### config.mk
export PLATFORM = sky130hd
export DESIGN_NAME = hazard_ctrl
export DESIGN_NICKNAME = d
export VERILOG_FILES = /design/src/rtl/hazard_ctrl.sv
export SDC_FILE = /design/constraint.sdc
export NUM_CORES = 1
export LEC_CHECK = 0
export ABC_AREA = 1
export BUFFER_PORTS_ARGS = -buffer_cell sky130_fd_sc_hd__buf_2
export CORE_ASPECT_RATIO = 0.7
export CORE_UTILIZATION = 45
export DETAILED_ROUTE_END_ITERATION = 16
export MAX_ROUTING_LAYER = met4
export PLACE_DENSITY = 0.73
export SLEW_MARGIN = 20
export SYNTH_ARGS = -nofsm -noshare
export SYNTH_HDL_FRONTEND = slang
export SYNTH_SLANG_ARGS = --single-unit
### constraint.sdc
create_clock -name clk -period 4.8 [get_ports clk]
set_input_delay 0.72 -clock clk [delete_from_list [all_inputs] [get_ports clk]]
set_output_delay 0.72 -clock clk [all_outputs]
set_load 0.01 [all_outputs]
### src/rtl/hazard_ctrl.sv
// Hazard/sequencing controller for the dual-ISA five-stage core: forwarding,
// load-use stalls, branch flushes, and the drain/switch/resume ISA-mode sequence.
module hazard_ctrl #(
  parameter int DRAIN_CYCLES = 3,
  parameter bit RESET_ARM    = 1'b0
) (
  input  logic        clk,
  input  logic        rst,
  input  logic [4:0]  Rs1D,
  input  logic [4:0]  Rs2D,
  input  logic [4:0]  Rs1E,
  input  logic [4:0]  Rs2E,
  input  logic [4:0]  RdE,
  input  logic [4:0]  RdM,
  input  logic [4:0]  RdW,
  input  logic        RegWriteM,
  input  logic        RegWriteW,
  input  logic        LoadE,
  input  logic        PCSrcE,
  input  logic        uStallD,
  input  logic        SwitchReqD,
  output logic        StallF,
  output logic        StallD,
  output logic        FlushD,
  output logic        FlushE,
  output logic [1:0]  FwdAE,
  output logic [1:0]  FwdBE,
  output logic        armMode,
  output logic        busy,
  output logic [15:0] stallCnt
);

  typedef enum logic [1:0] {RUN, DRAIN, SWITCH} state_t;

  localparam logic [3:0] DRAIN_INIT = 4'(DRAIN_CYCLES - 1);

  state_t      state_q, state_d;
  logic [3:0]  drain_cnt_q, drain_cnt_d;
  logic        arm_mode_q, arm_mode_d;
  logic [15:0] stall_cnt_q, stall_cnt_d;
  logic        lw_stall;

  // x0 is hardwired zero in RISC-V; r15 reads PC+8 in ARM, so neither forwards.
  function automatic logic reg_match(input logic [4:0] a, input logic [4:0] b,
                                     input logic arm);
    return (a == b) && (arm ? (a != 5'd15) : (a != 5'd0));
  endfunction

  assign lw_stall = LoadE & (reg_match(RdE, Rs1D, arm_mode_q) |
                             reg_match(RdE, Rs2D, arm_mode_q));

  always_comb begin
    FwdAE = 2'b00;
    FwdBE = 2'b00;
    if (RegWriteM && reg_match(RdM, Rs1E, arm_mode_q))      FwdAE = 2'b10;
    else if (RegWriteW && reg_match(RdW, Rs1E, arm_mode_q)) FwdAE = 2'b01;
    if (RegWriteM && reg_match(RdM, Rs2E, arm_mode_q))      FwdBE = 2'b10;
    else if (RegWriteW && reg_match(RdW, Rs2E, arm_mode_q)) FwdBE = 2'b01;
  end

  always_comb begin
    state_d     = state_q;
    drain_cnt_d = drain_cnt_q;
    arm_mode_d  = arm_mode_q;
    StallF      = 1'b0;
    StallD      = 1'b0;
    FlushD      = 1'b0;
    FlushE      = 1'b0;
    case (state_q)
      RUN: begin
        StallF = lw_stall | uStallD;
        StallD = lw_stall | uStallD;
        FlushE = lw_stall | PCSrcE;
        FlushD = PCSrcE;
        if (SwitchReqD && !PCSrcE && !lw_stall && !uStallD) begin
          state_d     = DRAIN;
          drain_cnt_d = DRAIN_INIT;
        end
      end
      DRAIN: begin
        FlushE = 1'b1;
        if (PCSrcE) begin
          FlushD  = 1'b1;
          state_d = RUN;
        end else begin
          StallF = 1'b1;
          StallD = 1'b1;
          if (drain_cnt_q == 4'd0) state_d = SWITCH;
          else                     drain_cnt_d = drain_cnt_q - 4'd1;
        end
      end
      SWITCH: begin
        FlushD  = 1'b1;
        FlushE  = 1'b1;
        state_d = RUN;
        // A branch resolving in the switch cycle cancels the mode change.
        if (!PCSrcE) arm_mode_d = ~arm_mode_q;
      end
      default: state_d = RUN;
    endcase
    stall_cnt_d = (StallD && stall_cnt_q != 16'hFFFF) ? stall_cnt_q + 16'd1 : stall_cnt_q;
  end

  always_ff @(posedge clk or posedge rst) begin
    if (rst) begin
      state_q     <= RUN;
      drain_cnt_q <= 4'd0;
      arm_mode_q  <= RESET_ARM;
      stall_cnt_q <= 16'd0;
    end else begin
      state_q     <= state_d;
      drain_cnt_q <= drain_cnt_d;
      arm_mode_q  <= arm_mode_d;
      stall_cnt_q <= stall_cnt_d;
    end
  end

  assign armMode  = arm_mode_q;
  assign busy     = (state_q != RUN);
  assign stallCnt = stall_cnt_q;

endmodule

### Yosys cells after proc, flatten, opt, wreduce, memory -nomap -nowiden

Cells that the tools add are included.

| storage, ports and cells | value |
|---|---|
| register bits | 23 |
| input bits | 43 |
| output and inout bits | 26 |
| word-level logic and storage cells | 76 |

| operators by class | value |
|---|---|
| add/subtract/negate cells | 2 |
| eq/ne operators | 16 |
| mux-type cells | 20 |
| bitwise gates (word level) | 6 |
| reduce and logical (&&, ||, !) cells | 28 |

Operator list:

| cell | count |
|---|---|
| $eq A5 B5 Y1 | 6 |
| $add A16 B1 Y16 const B | 1 |
| $ne A16 B16 Y1 const B | 1 |
| $ne A5 B4 Y1 const B | 3 |
| $reduce_bool A5 Y1 | 3 |
| $logic_and A1 B1 Y1 | 14 |
| $mux W4 | 3 |
| $mux W2 | 5 |
| $pmux W4 S2 | 1 |
| $mux W1 | 7 |
| $ne A2 B2 Y1 const B | 3 |
| $logic_not A4 Y1 | 1 |
| $pmux W1 S2 | 2 |
| $pmux W2 S2 | 1 |
| $reduce_and A2 Y1 | 2 |
| $reduce_and A4 Y1 | 1 |
| $reduce_bool A2 Y1 | 2 |
| $sub A4 B1 Y4 const B | 1 |
| $logic_not A1 Y1 | 3 |
| $ne A3 B3 Y1 const B | 1 |
| $or A1 B1 Y1 | 3 |
| $pmux W1 S3 | 1 |
| $eq A2 B1 Y1 const B | 1 |
| $eq A2 B2 Y1 const B | 1 |
| 4 further kinds | 5 |

### Longest topological paths before layout

Gate-level depths: netlist (run 1).

| logic depth | value |
|---|---|
| word-level depth | 10 |
| gate-level depth with buffers | 14 |

### Worst setup path before layout (run 1)

Ideal clock, no wire load.

| path | value |
|---|---|
| path type | input -> output |
| from | input RdE[2] |
| to | output StallF |
| data arrival time | 1.653 ns |
| setup slack | 2.427 ns |
| stages | 12 |
| buffers on the path | 2 |
| path through | inv_1 > nand2_1 > nand2_1 > nor2_1 > nand3_1 > nand2_1 > nand2_1 > nand2_1 > nand2_1 > nand2_4 > buf_4 > buf_4 |

| on the way | value |
|---|---|
| cells in the longest elaborated chain, start to end | 7 |

Ends and longest elaborated chain:

| item | RTL line | text |
|---|---|---|
| from (decl) | 13 | `input logic [4:0] RdE,` |
| $ne A5 B4 Y1 or $reduce_bool A5 Y1 (tied branches) | 46 | `return (a == b) && (arm ? (a != 5'd15) : (a != 5'd0));` |
| $mux W1 | 46 |  |
| $logic_and A1 B1 Y1 | 46 |  |
| $or A1 B1 Y1 (*) | 49 | `assign lw_stall = LoadE & (reg_match(RdE, Rs1D, arm_mode_q) \|` |
| $and A1 B1 Y1 (*) | 49 |  |
| $or A1 B1 Y1 (*) | - |  |
| $pmux W1 S2 (*) | - |  |
| to (decl) | 22 | `output logic StallF,` |

Mark *: on every way between the ends. The rest lies on a longest branch, timed or not.

### Worst setup path in the final report (run 1)

| path | value |
|---|---|
| from | input RdE[0] |
| to | output StallF |

| on the way | value |
|---|---|
| cells in the longest elaborated chain, start to end | 7 |

Ends and longest elaborated chain:

| item | RTL line | text |
|---|---|---|
| $ne A5 B4 Y1 or $reduce_bool A5 Y1 (tied branches) | 46 |  |
| $mux W1 | 46 |  |
| $logic_and A1 B1 Y1 | 46 |  |
| $or A1 B1 Y1 (*) | 49 |  |
| $and A1 B1 Y1 (*) | 49 |  |
| $or A1 B1 Y1 (*) | 71 | `StallF = lw_stall \| uStallD;` |
| $pmux W1 S2 (*) | 69 | `case (state_q)` |

Marked as above.

==> out/results.tsv, run 1 <==
metric	value	unit
grt_max_degree	24	
antenna_found_initial	0	
io_pins	69	
dp_hpwl	3.88	mm
cts_buffer_depth	2	
nets	429	
maxCapViolations	0	
area_growth	20.7	%
cts_setup_buffers	0	
avgSynthCellArea	6.60	um2
wirelength	4.88	mm
htreeDepth	1	
numCtsBuffers	3	
hold_ws	0.479	ns
startpoint	RdE[0]	
postLayoutCoreUtil	0.567	
synth_cell_types	28	
hold_viol_final	0	
synth_edf_count	0	
worst_slew_pin_slew	0.895	ns
core.rowCount	20	
netlist_area	2050	um2
ir_drop	0.272	mV
cts_tree	done	
slew_viol_final	0	
critPathArrivalTime	1.89	ns
root_buffer	clkbuf_8	
wl_per_cell	11.3	um
cp_slowest_cell	nand2_4	
worst_hold_startpoint	drain_cnt_q[1]	
grt_pass1_vias	1811	
finalSetupTns	0	ns
port_buffers	68	
finClkSkew	0.00766	ns
synth_nets	360	
r2r_slack	2.85	ns
period_share	0.543	
critPathLaunchType	input port	
crit_type	input port to output port	
path_max_fanout	20	
via_per_inst	4.97	
clk_latency	0.27	ns
place_congestion	0.879	
yosysTopAreaCell	dfrtp_1	
power.density	358	nW/um2
ys.flop_type	dfrtp_1	
seq_area_frac_synth	0.281	
synthTopCellsByCount	nand2_1 (101), inv_1 (42), nand3_1 (39), dfrtp_1 (23), nor2_1 (23)	
yosys-top-cells-area	dfrtp_1 (28%), nand2_1 (19%), nand3_1 (9.5%), inv_1 (7.7%), xor2_1 (6.4%)	
clock_sinks	23	
ant_nets	0	
leakage	1.42	nW
total_power	885	uW
cp_cell_sequence	buf_2 > inv_1 > nand2_1 > nand2_1 > nor2_1 > nand3_1 > nand2_1 > nand2_1 > nand2_1 > nand2_1 > nand2_4 > buf_2	
rsz0062_at_grt	no	
r2r-start	stallCnt[0]	
cp-end-kind	output port	
hold_buffers	0	
ys_ff_latch	23	
async_flop_share	1.00	
drive_gt1_frac	0.212	
ctsResizeCount	0	
path_clk_slew	0.08	ns
worstHoldPathType	register to register	
synth_most_common_cell	nand2_1	
critPathMaxStageDelay	0.21	ns
fmax	384	MHz
overflow	0	
path_buf_inv	3	
drt_iter0_drc	125	
syn_inst	310	
status	complete, no violations	
yosys_warnings	0	
first_pass_iters	5	
relSlewSlack	0.402	
worstPathRequired	4.08	ns
fp.dieH	58.4	um
die_w	82.6	um
coreArea	4350	um2
cpLargestDelayFamily	simple AND/OR/NAND/NOR gates	
antenna_cells	0	
start_util	0.470	
via_count	2150	
dieArea	4820	um2
drc_errors	0	
track_usage	0.220	
synth_top_area_share	0.281	
grt_pass1_wl	8.06	mm
finalSetupViolCount	0	
layout_min_cycle_time	2.61	ns
cpMostUsedCell	nand2_1	
-- final cells by class --
type | count | area (um2)
Sequential cell | 23 | 576
Multi-Input combinational cell | 238 | 1270
Fill cell | 437 | 1890
Tap cell | 55 | 68.8
Clock buffer | 4 | 45.0
Timing Repair Buffer | 68 | 340
Inverter | 45 | 169
-- cells by family (layout without fill, tap and decap cells) --
kind of cell             after synthesis  count (layout)  synth area share
adder cells (fa/ha/maj)                7               7            0.0428
AO/OA/AOI/OAI                         18              18            0.0514
buffers and inverters                 49             117            0.0979
XOR/XNOR                              28              28             0.120
flip-flops                            23              23             0.281
AND/OR/NAND/NOR                      185             185             0.407
-- metal layers --
layer / up-vias / global-route usage / part of all wire
met5: - / - / 0
met4: 0 / 0.00739 / 0
met2: 52 / 0.325 / 0.43
met1: 975 / 0.327 / 0.52
li1: 1123 / - / -
met3: 0 / 0.0419 / 0.047
-- state kept, by name, summed over array words and instances, names as in the netlist --
signal       cells
stallCnt        16
state_q          2
drain_cnt_q      4
armMode          1
-- tightest hold or removal path, stage by stage, from the launching register on --
cell and delay (ns):
dfrtp_1 0.35, nand2_1 0.05, nand2_1 0.05
-- power by group --
part	switching [mW]	internal [mW]
registers	0.0601	0.241
clock network	0.0621	0.0593
logic	0.292	0.170
total	0.414	0.471
-- metrics by stage --
step / instance area [um2] / instances / setup WS [ns]
CTS: 2470 / 433 / 2.19
detailed placement: 2420 / 429 / 2.20
global placement: 2420 / 429 / 2.24
finish: 2470 / 433 / 2.19
floorplan: 2050 / 310 / 2.43
global route: 2470 / 433 / 2.01
-- worst paths after layout --
path | endpoint | cells past startpoint
worst max-delay path | StallF | 12
worst min-delay path | drain_cnt_q[1] | 2
worst max register to register | stallCnt[8] | 7
worst min register to register | drain_cnt_q[1] | 2
max in group asynchronous | stallCnt[2] | 2
min in group asynchronous | drain_cnt_q[2] | 2
-- cells in the final DEF, fill, tap and decap left out, drive strengths merged --
cell | synthesis | routed
ha | 7 | 7
a211oi | 1 | 1
o21ai | 4 | 4
nand4 | 3 | 3
a21oi | 6 | 6
nor2 | 23 | 23
o221ai | 1 | 1
nand2 | 103 | 103
inv | 45 | 45
xnor2 | 13 | 13
a31oi | 1 | 1
buf | 4 | 68
nand3 | 40 | 40
dfrtp | 23 | 23
nor3 | 11 | 11
xor2 | 15 | 15
a21boi | 1 | 1
o22ai | 4 | 4
nand3b | 2 | 2
clkbuf | 0 | 4
nor4 | 3 | 3
Power figures use the tool's default switching activity.
==> run 2, diff against run 1 <==
--- a/config.mk
+++ b/config.mk
@@ -5,13 +5,13 @@
 export SDC_FILE = /design/constraint.sdc
 export NUM_CORES = 1
 export LEC_CHECK = 0
-export ABC_AREA = 1
+export ABC_AREA = 0
 export BUFFER_PORTS_ARGS = -buffer_cell sky130_fd_sc_hd__buf_2
 export CORE_ASPECT_RATIO = 0.7
 export CORE_UTILIZATION = 45
 export DETAILED_ROUTE_END_ITERATION = 16
 export MAX_ROUTING_LAYER = met4
-export PLACE_DENSITY = 0.73
+export PLACE_DENSITY = 0.75
 export SLEW_MARGIN = 20
 export SYNTH_ARGS = -nofsm -noshare
 export SYNTH_HDL_FRONTEND = slang
==> constraint.sdc (replaced) <==
create_clock -name clk -period 2.5 [get_ports clk]
set_input_delay 0.375 -clock clk [delete_from_list [all_inputs] [get_ports clk]]
set_output_delay 0.375 -clock clk [all_outputs]
set_load 0.01 [all_outputs]
==> out/results.tsv, run 2 <==
metric	value	unit
status	complete, no violations	
grt_max_degree	24	
grt_pass1_vias	1370	
layout_min_cycle_time	2.35	ns
core.rowCount	18	
synthAdderAreaFrac	0.0505	
finalSetupTns	0	ns
yosys_warnings	0	
cts_tree	done	
worstPathRequired	2.12	ns
finalSetupViolCount	0	
instances_no_fill	310	
synth_nets	237	
path_max_fanout	5	
period_share	0.939	
syn_inst	187	
dieArea	4110	um2
area_growth	26.2	%
cp-end-kind	output port	
start_util	0.481	
critPathLaunchType	register	
synth_compound_area_frac	0.105	
place_inst	305	
clock_sinks	23	
nets	311	
via_count	1568	
dp_hpwl	3.35	mm
ys_ff_latch	23	
yosys-top-cells-area	dfrtp_1 (33%), xnor2_1 (13%), xor2_1 (11%), ha_1 (5.1%), nand4_1 (4.3%)	
relSlewSlack	0.440	
overflow	0	
maxCapViolations	0	
drt_iter0_drc	67	
seq_area_frac_synth	0.332	
drc_errors	0	
htreeDepth	1	
fmax	426	MHz
place_congestion	0.799	
synth_mux_area_frac	0.0123	
yosysTopAreaCell	dfrtp_1	
port_buffers	68	
synth_cell_types	43	
first_pass_iters	4	
antenna_cells	0	
track_usage	0.208	
clk_latency	0.26	ns
hold_ws	0.269	ns
antenna_found_initial	0	
synth_top_family_by_area	simple AND/OR/NAND/NOR gates	
ir_drop	0.625	mV
cts_buffer_depth	2	
rr_worst_depth	8	
rsz0062_at_grt	no	
final_cell_mix	buf_2 (68), xnor2_1 (25), dfrtp_1 (22), xor2_1 (21), nor2_1 (14)	
synth_top_area_share	0.332	
ys.flop_type	dfrtp_1	
critPathArrivalTime	1.97	ns
hold_viol_final	0	
worstHoldPathType	input port to async pin	
leakage	1.04	nW
coreArea	3600	um2
largest_reg_flops	16	
slew_viol_final	0	
via_per_inst	5.06	
root_buffer	clkbuf_8	
path_clk_slew	0.08	ns
worst_slew_pin_slew	0.839	ns
synth_most_common_cell	xnor2_1	
avgSynthCellArea	9.27	um2
final_common_cell	buf_2	
ant_nets	0	
drive_gt1_frac	0.331	
async_flop_share	1.00	
power.density	712	nW/um2
synth_edf_count	0	
total_power	1.56	mW
fp.dieH	53.9	um
io_pins	69	
wl_per_cell	13.0	um
r2r_end	drain_cnt_q[3]	
crit_type	register to output port	
wirelength	4.03	mm
die_w	76.2	um
grt_pass1_wl	6.45	mm
r2r_slack	0.28	ns
yosys.area_share.simple	0.239	
r2r-start	drain_cnt_q[0]	
numCtsBuffers	3	
finClkSkew	0.00460	ns
synthTopCellsByCount	xnor2_1 (25), dfrtp_1 (23), xor2_1 (21), nor2_1 (14), nand4_1 (12)	
netlist_area	1730	um2
synthXorXnorAreaFrac	0.232	
==> run 2: how the worst max path moves through the flow <==
stage,cells past startpoint,end,start,slack (ns)
floorplan,5,StallF,Rs1D[0],0.42
global placement,8,FwdAE[0],RdM[0],0.33
detailed placement,8,FwdAE[0],RdM[0],0.28
CTS,6,FlushE,armMode,0.06
global route,6,FlushE,armMode,0.02
finish,6,FlushE,armMode,0.15
==> run 2: logic make-up (layout without fill, tap and decap cells) <==
kind of cell	Yosys count	count (layout)
and+or+nand+nor	74	74
xor gates and xnor gates	46	46
AOI/OAI and AO/OA	25	25
DFF	23	23
buffers and inverters	10	83
adders and majority gates	7	7
muxes	2	2
==> run 2: cell type report <==
class / count / area (um2)
fillers: 359 / 1420
multi-input cells: 154 / 1110
flip-flops and latches: 23 / 577
repair buffers: 71 / 363
well taps: 50 / 62.6
clock buffers: 3 / 41.3
inverters: 8 / 30.0
clock inverters: 1 / 5.00
==> run 2: report_power, final <==
group / switching, mW / internal [mW]
sequential: 0.114 / 0.468
clock: 0.112 / 0.111
combinational: 0.410 / 0.342
==> run 2: what timing repair did <==
item                       4_1_cts  5_1_grt
setup buffers                    0        1
gates resized for setup          0        1
hold buffers                     0        0
setup endpoints to repair        0        4
==> run 2: stage by stage <==
stage / util / setup slack [ns] / cell area (um2)
2_1_floorplan: - / 0.424 / 1730
3_3_place_gp: 0.592 / 0.330 / 2130
3_5_place_dp: 0.592 / 0.282 / 2130
4_1_cts: 0.605 / 0.0592 / 2180
5_1_grt: 0.607 / 0.0224 / 2190
6_report: 0.607 / 0.153 / 2190
==> run 2: critical path: stages (launching register included) <==
cell and delay (ns):
dfrtp_2 0.44, or4_4 0.56, o221ai_4 0.25, o21ai_0 0.12, a21oi_1 0.16, nor2_1 0.05, buf_2 0.13
==> run 2: metal layers <==
metal	track usage	up-vias	wire, um	share of wire
li1	-	805	-	-
met5	-	-	0	0
met1	0.289	722	2000	0.50
met3	0.0339	2	190	0.047
met2	0.321	39	1820	0.45
met4	0.0449	0	22	0.0055
